File: config.mk
export PLATFORM = sky130hd
export DESIGN_NAME = dec_pingpong_ram_flat
export DESIGN_NICKNAME = d
export VERILOG_FILES = /design/src/rtl/dec_pingpong_ram_if.sv /design/src/rtl/dec_pingpong_ram.sv /design/src/flat_wrapper.sv
export SDC_FILE = /design/constraint.sdc
export NUM_CORES = 2
export LEC_CHECK = 0
export BUFFER_PORTS_ARGS = -buffer_cell sky130_fd_sc_hd__buf_2
export CAP_MARGIN = 30
export CELL_PAD_IN_SITES_DETAIL_PLACEMENT = 1
export CELL_PAD_IN_SITES_GLOBAL_PLACEMENT = 2
export CORE_ASPECT_RATIO = 0.7
export CORE_MARGIN = 2
export CORE_UTILIZATION = 40
export CTS_CLUSTER_SIZE = 28
export DETAILED_ROUTE_END_ITERATION = 7
export HOLD_SLACK_MARGIN = 0.08
export PLACE_DENSITY = 0.74
export SKIP_LAST_GASP = 1
export SLEW_MARGIN = 20
export SYNTH_ARGS = -nofsm -noshare
export SYNTH_HDL_FRONTEND = slang
export SYNTH_SLANG_ARGS = --single-unit
File: constraint.sdc
create_clock -name clk -period 2.4 [get_ports clk]
set_input_delay 0.12 -clock clk [delete_from_list [all_inputs] [get_ports clk]]
set_output_delay 0.12 -clock clk [all_outputs]
set_load 0.05 [all_outputs]
File: src/rtl/dec_pingpong_ram_if.sv
// Decoder-side channel bus, page handshake and unload stream of the ping-pong
// hard-decision store, bundled so the store and its users share one port list.
interface dec_pingpong_ram_if #(
    parameter int DATA_WIDTH = 1,
    parameter int ADDR_WIDTH = 8,
    parameter int NUM_CH     = 2
);
    logic [NUM_CH-1:0][ADDR_WIDTH-1:0] address;
    logic [NUM_CH-1:0][DATA_WIDTH-1:0] data_in;
    logic [NUM_CH-1:0]                 we;
    logic [NUM_CH-1:0]                 cs;
    logic [NUM_CH-1:0][DATA_WIDTH-1:0] data_out;

    logic                              frame_done;
    logic                              swap_ready;
    logic                              page_sel;
    logic                              frame_ovf;

    logic                              out_valid;
    logic                              out_ready;
    logic [NUM_CH*DATA_WIDTH-1:0]      out_data;
    logic                              out_last;

    modport master (
        output address, data_in, we, cs, frame_done, out_ready,
        input  data_out, swap_ready, page_sel, frame_ovf, out_valid, out_data, out_last
    );

    modport slave (
        input  address, data_in, we, cs, frame_done, out_ready,
        output data_out, swap_ready, page_sel, frame_ovf, out_valid, out_data, out_last
    );
endinterface

File: src/rtl/dec_pingpong_ram.sv
// Double-buffered multi-channel hard-decision store: the decoder owns page
// page_sel while the previous frame is streamed out of the other page.
//
//   state | meaning
//   IDLE  | inactive page free, frame_done accepted (swap_ready=1)
//   FETCH | reading word ua from every channel of the inactive page
//   HOLD  | unload word presented, waiting for out_ready
module dec_pingpong_ram #(
    parameter int DATA_WIDTH = 1,
    parameter int ADDR_WIDTH = 8,
    parameter int RAM_DEPTH  = 1 << ADDR_WIDTH,
    parameter int NUM_CH     = 2
) (
    input logic               clk,
    input logic               reset,
    dec_pingpong_ram_if.slave bus
);
    typedef enum logic [1:0] {
        IDLE  = 2'd0,
        FETCH = 2'd1,
        HOLD  = 2'd2
    } state_t;

    localparam logic [ADDR_WIDTH-1:0] LAST_ADDR = ADDR_WIDTH'(RAM_DEPTH - 1);

    logic [DATA_WIDTH-1:0]             mem [2][NUM_CH][RAM_DEPTH];
    logic [NUM_CH-1:0][DATA_WIDTH-1:0] dout;

    state_t                            state;
    logic [ADDR_WIDTH-1:0]             ua;
    logic                              page;
    logic                              ovf;
    logic                              ready_idle;
    logic                              valid;
    logic                              last;
    logic [NUM_CH*DATA_WIDTH-1:0]      word;

    // Decoder writes; no access while reset is held
    always_ff @(posedge clk) begin
        for (int c = 0; c < NUM_CH; c++) begin
            if (reset && bus.cs[c] && bus.we[c]) begin
                mem[page][c][bus.address[c]] <= bus.data_in[c];
            end
        end
    end

    always_ff @(posedge clk) begin
        if (!reset) begin
            dout <= '0;
        end else begin
            for (int c = 0; c < NUM_CH; c++) begin
                if (bus.cs[c] && !bus.we[c]) begin
                    dout[c] <= mem[page][c][bus.address[c]];
                end
            end
        end
    end

    // Unload side always works on the page the decoder does not own
    always_ff @(posedge clk) begin
        if (!reset) begin
            state      <= IDLE;
            ua         <= '0;
            page       <= 1'b0;
            ovf        <= 1'b0;
            ready_idle <= 1'b1;
            valid      <= 1'b0;
            last       <= 1'b0;
            word       <= '0;
        end else begin
            if (bus.frame_done && state != IDLE) begin
                ovf <= 1'b1;
            end
            case (state)
                IDLE: begin
                    if (bus.frame_done) begin
                        page       <= ~page;
                        ua         <= '0;
                        ready_idle <= 1'b0;
                        state      <= FETCH;
                    end
                end
                FETCH: begin
                    for (int c = 0; c < NUM_CH; c++) begin
                        word[c*DATA_WIDTH +: DATA_WIDTH] <= mem[~page][c][ua];
                    end
                    last  <= (ua == LAST_ADDR);
                    valid <= 1'b1;
                    state <= HOLD;
                end
                HOLD: begin
                    if (bus.out_ready) begin
                        valid <= 1'b0;
                        if (last) begin
                            ready_idle <= 1'b1;
                            state      <= IDLE;
                        end else begin
                            ua    <= ua + 1'b1;
                            state <= FETCH;
                        end
                    end
                end
                default: begin
                    valid      <= 1'b0;
                    ready_idle <= 1'b1;
                    state      <= IDLE;
                end
            endcase
        end
    end

    assign bus.data_out   = dout;
    assign bus.swap_ready = ready_idle;
    assign bus.page_sel   = page;
    assign bus.frame_ovf  = ovf;
    assign bus.out_valid  = valid;
    assign bus.out_data   = word;
    assign bus.out_last   = last;
endmodule
File: src/flat_wrapper.sv
// flat-port wrapper written by rule: the top's interface ports become plain ports
module dec_pingpong_ram_flat 
#(
    parameter int DATA_WIDTH = 1,
    parameter int ADDR_WIDTH = 8,
    parameter int RAM_DEPTH  = 1 << ADDR_WIDTH,
    parameter int NUM_CH     = 2
)
  (clk, reset, bus_address, bus_data_in, bus_we, bus_cs, bus_frame_done, bus_out_ready, bus_data_out, bus_swap_ready, bus_page_sel, bus_frame_ovf, bus_out_valid, bus_out_data, bus_out_last);
  dec_pingpong_ram_if #(.DATA_WIDTH(DATA_WIDTH), .ADDR_WIDTH(ADDR_WIDTH), .NUM_CH(NUM_CH)) bus_i ();
  input logic clk;
  input logic reset;
  input wire logic [$bits(bus_i.address)-1:0] bus_address;
  input wire logic [$bits(bus_i.data_in)-1:0] bus_data_in;
  input wire logic [$bits(bus_i.we)-1:0] bus_we;
  input wire logic [$bits(bus_i.cs)-1:0] bus_cs;
  input wire logic [$bits(bus_i.frame_done)-1:0] bus_frame_done;
  input wire logic [$bits(bus_i.out_ready)-1:0] bus_out_ready;
  output wire logic [$bits(bus_i.data_out)-1:0] bus_data_out;
  output wire logic [$bits(bus_i.swap_ready)-1:0] bus_swap_ready;
  output wire logic [$bits(bus_i.page_sel)-1:0] bus_page_sel;
  output wire logic [$bits(bus_i.frame_ovf)-1:0] bus_frame_ovf;
  output wire logic [$bits(bus_i.out_valid)-1:0] bus_out_valid;
  output wire logic [$bits(bus_i.out_data)-1:0] bus_out_data;
  output wire logic [$bits(bus_i.out_last)-1:0] bus_out_last;
  assign bus_i.address = bus_address;
  assign bus_i.data_in = bus_data_in;
  assign bus_i.we = bus_we;
  assign bus_i.cs = bus_cs;
  assign bus_i.frame_done = bus_frame_done;
  assign bus_i.out_ready = bus_out_ready;
  assign bus_data_out = bus_i.data_out;
  assign bus_swap_ready = bus_i.swap_ready;
  assign bus_page_sel = bus_i.page_sel;
  assign bus_frame_ovf = bus_i.frame_ovf;
  assign bus_out_valid = bus_i.out_valid;
  assign bus_out_data = bus_i.out_data;
  assign bus_out_last = bus_i.out_last;
  dec_pingpong_ram #(.DATA_WIDTH(DATA_WIDTH), .ADDR_WIDTH(ADDR_WIDTH), .RAM_DEPTH(RAM_DEPTH), .NUM_CH(NUM_CH)) u_core (.clk(clk), .reset(reset), .bus(bus_i));
endmodule
# Word-level counts from Yosys, hierarchy flattened
# Memories as Yosys holds them, arrays and structs flattened. A register that Yosys moved wholly into a read port is not among the register bits.
# Cells that the tools add are included.
totals:
  reg_bits: 19
  ramBits: 1024
  input_bits: 26
  out_inout_bits: 9
  wordCells: 85
  n_memories: 1
op_classes:
  add_sub_neg: 1
  magnitude_cmp: 5
  eq_ne: 7
  mux: 36
  n_bitwise: 6
  reduce_logical: 19
mem_list:
  columns: ["memory", "depth", "word_bits", "read_ports", "rd_clocked_by_memory_dff", "write_ports", "line_no", "rtl"]
  rows:
  - ["u_core.mem", 2, 512, 2, 1, 1, "dec_pingpong_ram.sv:26", "logic [DATA_WIDTH-1:0] mem [2][NUM_CH][RAM_DEPTH];"]
op_table:
  columns: ["operator", "n"]
  rows:
  - ["256-bit 2-to-1 mux", 2]
  - ["1-bit binary-select mux with 8-bit select", 4]
  - ["9-bit >= comparator, second input constant", 3]
  - ["8-bit NOT with 9-bit output", 3]
  - ["8-bit 2-to-1 mux", 3]
  - ["1-bit 2-to-1 mux", 19]
  - ["9-bit by 1-bit less-than comparator with 1-bit output, second input constant", 2]
  - ["1-bit demux with 8-bit select", 2]
  - ["8-bit case mux with 2 select lines", 1]
  - ["1-bit logical AND", 9]
  - ["8-bit by 1-bit adder with 8-bit output, second input constant", 1]
  - ["8-bit == test, second input constant", 1]
  - ["4-bit AND reduction", 2]
  - ["2-bit inequality test, second input constant", 3]
  - ["1-bit case mux with 3 select lines", 2]
  - ["2-bit case mux with 3 select lines", 1]
  - ["2-bit AND reduction", 3]
  - ["2-bit 2-to-1 mux", 2]
  - ["2-bit nonzero test", 2]
  - ["1-bit NOT", 3]
  - ["2-bit by 1-bit == test with 1-bit output, second input constant", 1]
  - ["2-bit == test, second input constant", 1]
  - ["1-bit zero test", 2]
  - ["2-bit zero test", 1]
  - ["2-bit by 1-bit inequality test with 1-bit output, second input constant", 1]

# Longest topological paths before layout
logic_depth:
  word_depth: 6
  mapped_depth: 14
  depth_no_buf: 8

# Least setup slack after synthesis
# OpenSTA, ideal clock, no wires.
synth_timing:
  kind: "reg-to-reg"
  from: "register u_core.page (netlist: u_core.bus.page_sel)"
  to: "memory u_core.mem[1][70] in the netlist's numbering (enable)"
  setup_ns: 0.300
  arrival_ns: 2.701
  setup_slack_ns: -0.601
  path_stages_with_launch: 13
  n_path_buf: 8
  period_less_slack_ns: 3.001
  cell_sequence: "dfxtp_1 buf_2 buf_4 buf_4 buf_4 buf_2 buf_4 buf_2 nand2_1 nor2_1 nand2_1 clkbuf_1 nor2_1"
synth_rtl:
  columns: ["item", "line_no", "rtl"]
  rows:
  - ["start, declared", "dec_pingpong_ram.sv:31", "logic page;"]
  - ["start signal, assigned", "dec_pingpong_ram.sv:77", "page <= ~page;"]
  - ["end, declared", "dec_pingpong_ram.sv:26", null]
# Straight into the memory's write port.

==> metrics.md <==
| Metric | Value |
|---|---|
| GRT overflow | `0` |
| # setup viols final | `4` |
| Main synth FF type | `edfxtp_1` |
| Relative slew slack | `0.456` |
| Vias | `39475` |
| Crit path buffers/inverters | `3` |
| CTS Buf Count | `109` |
| Die Footprint | `0.139 mm²` |
| Pin count of the biggest net entering global routing | `108` |
| Mapped cell area | `0.0543 mm²` |
| Clock skew | `0.0335 ns` |
| Core area | `0.135 mm²` |
| Worst path most repeated cell | `buf_12` |
| Post-DP HPWL | `136 mm` |
| Max Clk Rate | `349 MHz` |
| Vias in the first global route | `39593` |
| Global-route wire length before repair | `290 mm` |
| Die W | `444 µm` |
| Post-Synthesis Cells | `3938` |
| Critical path's slowest cell | `mux4_2` |
| Residual DRC | `0` |
| Compound-Gate Fraction of Synth Area | `0.0497` |
| Library cells used by synthesis | `77` |
| Number of synthesized register bits | `1044` |
| EDFF count, synth | `1024` |
| Critical-path cell list | `buf_12, buf_12, mux4_2, mux2i_1, buf_4, o32a_1, nand3_2, o21ai_2, o221ai_2, o211a_1, o311a_1` |
| Area growth from synthesis to layout | `21.0%` |
| Leak | `20.5 nW` |
| Antenna cells | `0` |
| Worst path max stage delay | `0.50 ns` |
| Post-Synth Adder-Cell Area | `0.000231` |
| Max VDD drop | `0.631 mV` |
| XOR/XNOR Fraction of Synth Area | `0.000969` |
| Bufs on Longest Clock Path | `3` |
| Worst path top cell family by delay | `compound AO/OA/AOI/OAI gates` |
| Ys Warns | `0` |
| Syn Area/Cell | `13.8 µm²` |
| RSZ-0062 raised after global routing | `yes` |
| Critical Path End Type | `flip-flop` |
| Mux contribution to synthesized area | `0.230` |
| Worst hold slack | `0.192 ns` |
| Worst-Skew Late Latency | `0.77 ns` |
| Failing checks | `negative setup slack` |
| Clk sink count | `1044` |
| Async SR Flop Fraction | `0` |
| R2R Setup Slk | `-0.47 ns` |
| H-tree Lvls | `3` |
| CTS root buffer | `clkbuf_16` |
| Main combinational cell family by area after synthesis | `multiplexers` |
| Post-Synth Simple-Gate Area | `0.106` |
| Input/output buffers | `34` |
| 1st-pass router iterations | `6` |
| Hold Path Class | `input pin to flip-flop` |
| Row cnt | `113` |
| Starting Density | `0.401` |
| Iter 0 DRT Violations | `5354` |
| Max Fanout on Critical Path | `6` |
| Clock slew at reported path FFs | `0.07 ns` |
| Setup crit start kind | `flip-flop` |
| Dpl ws | `-0.776 ns` |
| Layout cell share with drive strength beyond 1 | `0.305` |
| Status | `finished with violations` |
| Tmin final | `2.87 ns` |
| DR WL/cell | `32.3 µm` |
| RePlAce Congestion | `0.885` |
| Overall routing resource usage | `0.287` |
| NumNets Final | `4384` |
| Ports | `35` |
| Worst EP arrival | `3.52 ns` |
| Net Count, Synth | `3965` |
| Slew @ Worst Pin | `0.813 ns` |
| Overall routed net length | `201 mm` |
| Final WS setup | `-0.466 ns` |
| Routed Antenna Nets | `0` |
| WP data required | `3.05 ns` |
| Final Slew Violations | `0` |
| TritonCTS clock tree | `built` |
| Seq/Total Area, Yosys | `0.574` |
| Vias per cell | `6.34` |
| Max Cap Viol | `0` |
| Critical path class | `flip-flop to flip-flop` |
| Power per Cell Area | `660 mW/mm²` |
| Final period util | `1.19` |
| Die height | `312 µm` |
| Initial antenna violation count | `5` |
| Final hold violation count | `0` |
final timing paths:
path,startpoint,endpoint,cells past startpoint
worst min register to register,u_core.bus.frame_ovf$_SDFFE_PN0P_,u_core.bus.frame_ovf$_SDFFE_PN0P_,1
worst max-delay path,flip-flop,u_core.bus.data_out[1]$_SDFFE_PN0P_,11
worst max register to register,flip-flop,u_core.bus.data_out[1]$_SDFFE_PN0P_,11
worst min-delay path,bus_address[13],u_core.bus.data_out[1]$_SDFFE_PN0P_,5
metal layers:
layer	global-route usage	up-vias	routed length [µm]
met5	0	-	13
met2	0.408	2052	85700
li1	-	16004	-
met4	0.0727	2	4900
met1	0.445	21111	90700
met3	0.0596	306	20100
kinds of logic (layout without fill, tap and decap cells):
kind of cell,count (synthesis),after routing
buffers and inverters,377,887
DFF,1044,1044
adders and majority gates,1,1
muxes,706,706
xor gates and xnor gates,6,6
and+or+nand+nor,1429,1429
AOI/OAI and AO/OA,375,375
stage by stage:
step | TNS [ns] | area [µm²] | cells | utilization | power, mW
after floorplan | -0.275 | 54700 | 3938 | - | 23.5
after global placement | -3.55 | 60500 | 5948 | 0.447 | 25.4
after detailed placement | -6.18 | 60500 | 5948 | 0.447 | 25.4
after CTS | -1.58 | 65100 | 6203 | 0.482 | 43.4
after global routing | -1.96 | 65700 | 6230 | 0.486 | 44.4
final | -1.67 | 65700 | 6230 | 0.486 | 43.3
cell type report:
| class | instances | area (µm²) |
|---|---|---|
| fillers | 13346 | 69500 |
| flip-flops and latches | 1044 | 31200 |
| multi-input cells | 2517 | 21600 |
| repair buffers | 677 | 6980 |
| clock buffers | 130 | 2850 |
| well taps | 1782 | 2230 |
| clock inverters | 72 | 758 |
| inverters | 8 | 35.0 |
layout by cell type, fill, tap and decap left out, types with 21 or more instances in the layout:
master	instances
mux4_1	46
edfxtp_1	1024
clkbuf_16	114
buf_12	121
nand2_1	104
mux2_2	28
a221oi_1	45
buf_6	21
mux2i_1	258
mux4_2	366
nand2_2	34
nor2_1	1100
nand4_1	22
buf_2	28
clkinv_1	29
a22oi_1	31
o22ai_1	24
buf_4	470
o21ai_0	43
a21oi_1	56
o221ai_1	33
nor2b_1	28
nand3_1	30
where the power goes:
group,internal [mW],switching (mW),total (mW),leakage (nW)
Clock,10.1,7.66,17.8,1.76
Combinational,2.57,2.94,5.51,9.38
Sequential,20.0,0.0303,20.0,9.37
Total,32.7,10.6,43.3,20.5
tightest hold or removal path, stage by stage:
cell       delay [ns]
buf_2            0.19
buf_12           0.22
o2111ai_1        0.13
nand3_1          0.09
o311a_1          0.15
cells in the mapped netlist, drive strengths merged (4+ instances only):
master	instances	share of area
o22ai	24	0.0028
a311oi	6	0.00097
o211ai	8	0.0011
nand4b	4	0.00065
a211oi	29	0.0040
nor2b	33	0.0038
clkbuf	221	0.017
nor2	1108	0.077
mux2	28	0.0058
buf	146	0.021
a31oi	6	0.00069
nand2b	8	0.00092
a221oi	49	0.0079
a21oi	63	0.0059
a22oi	32	0.0044
o221ai	44	0.0071
mux2i	266	0.049
a211o	5	0.00081
a2111oi	4	0.00065
mux4	412	0.17
nand2	138	0.0095
edfxtp	1024	0.57
and2	19	0.0022
or3	5	0.00058
inv	7	0.00048
nand4	22	0.0025
nand3	47	0.0043
dfxtp	20	0.0074
and3	6	0.00069
nor3	25	0.0024
o21ai	55	0.0051
a21o	5	0.00069
a22o	13	0.0021
what timing repair did:
item,in CTS,in global routing
setup endpoints to repair,181,5
hold buffers,18,0
gates resized for setup,84,69
hold endpoints to repair,350,0
pin swaps,14,26
setup buffers,29,28
cloned,7,3
flip-flops by register name, indices dropped and copies added (netlist names), named ones only:
| name | count |
|---|---|
| u_core.mem | 1024 |
| u_core.bus.frame_ovf | 1 |
| u_core.bus.out_data | 2 |
| u_core.state | 2 |
| u_core.bus.out_valid | 1 |
| u_core.bus.swap_ready | 1 |
| u_core.bus.data_out | 2 |
| u_core.bus.out_last | 1 |
| u_core.bus.page_sel | 1 |
| u_core.ua | 8 |
No activity file was read; power rests on OpenSTA's default activity.
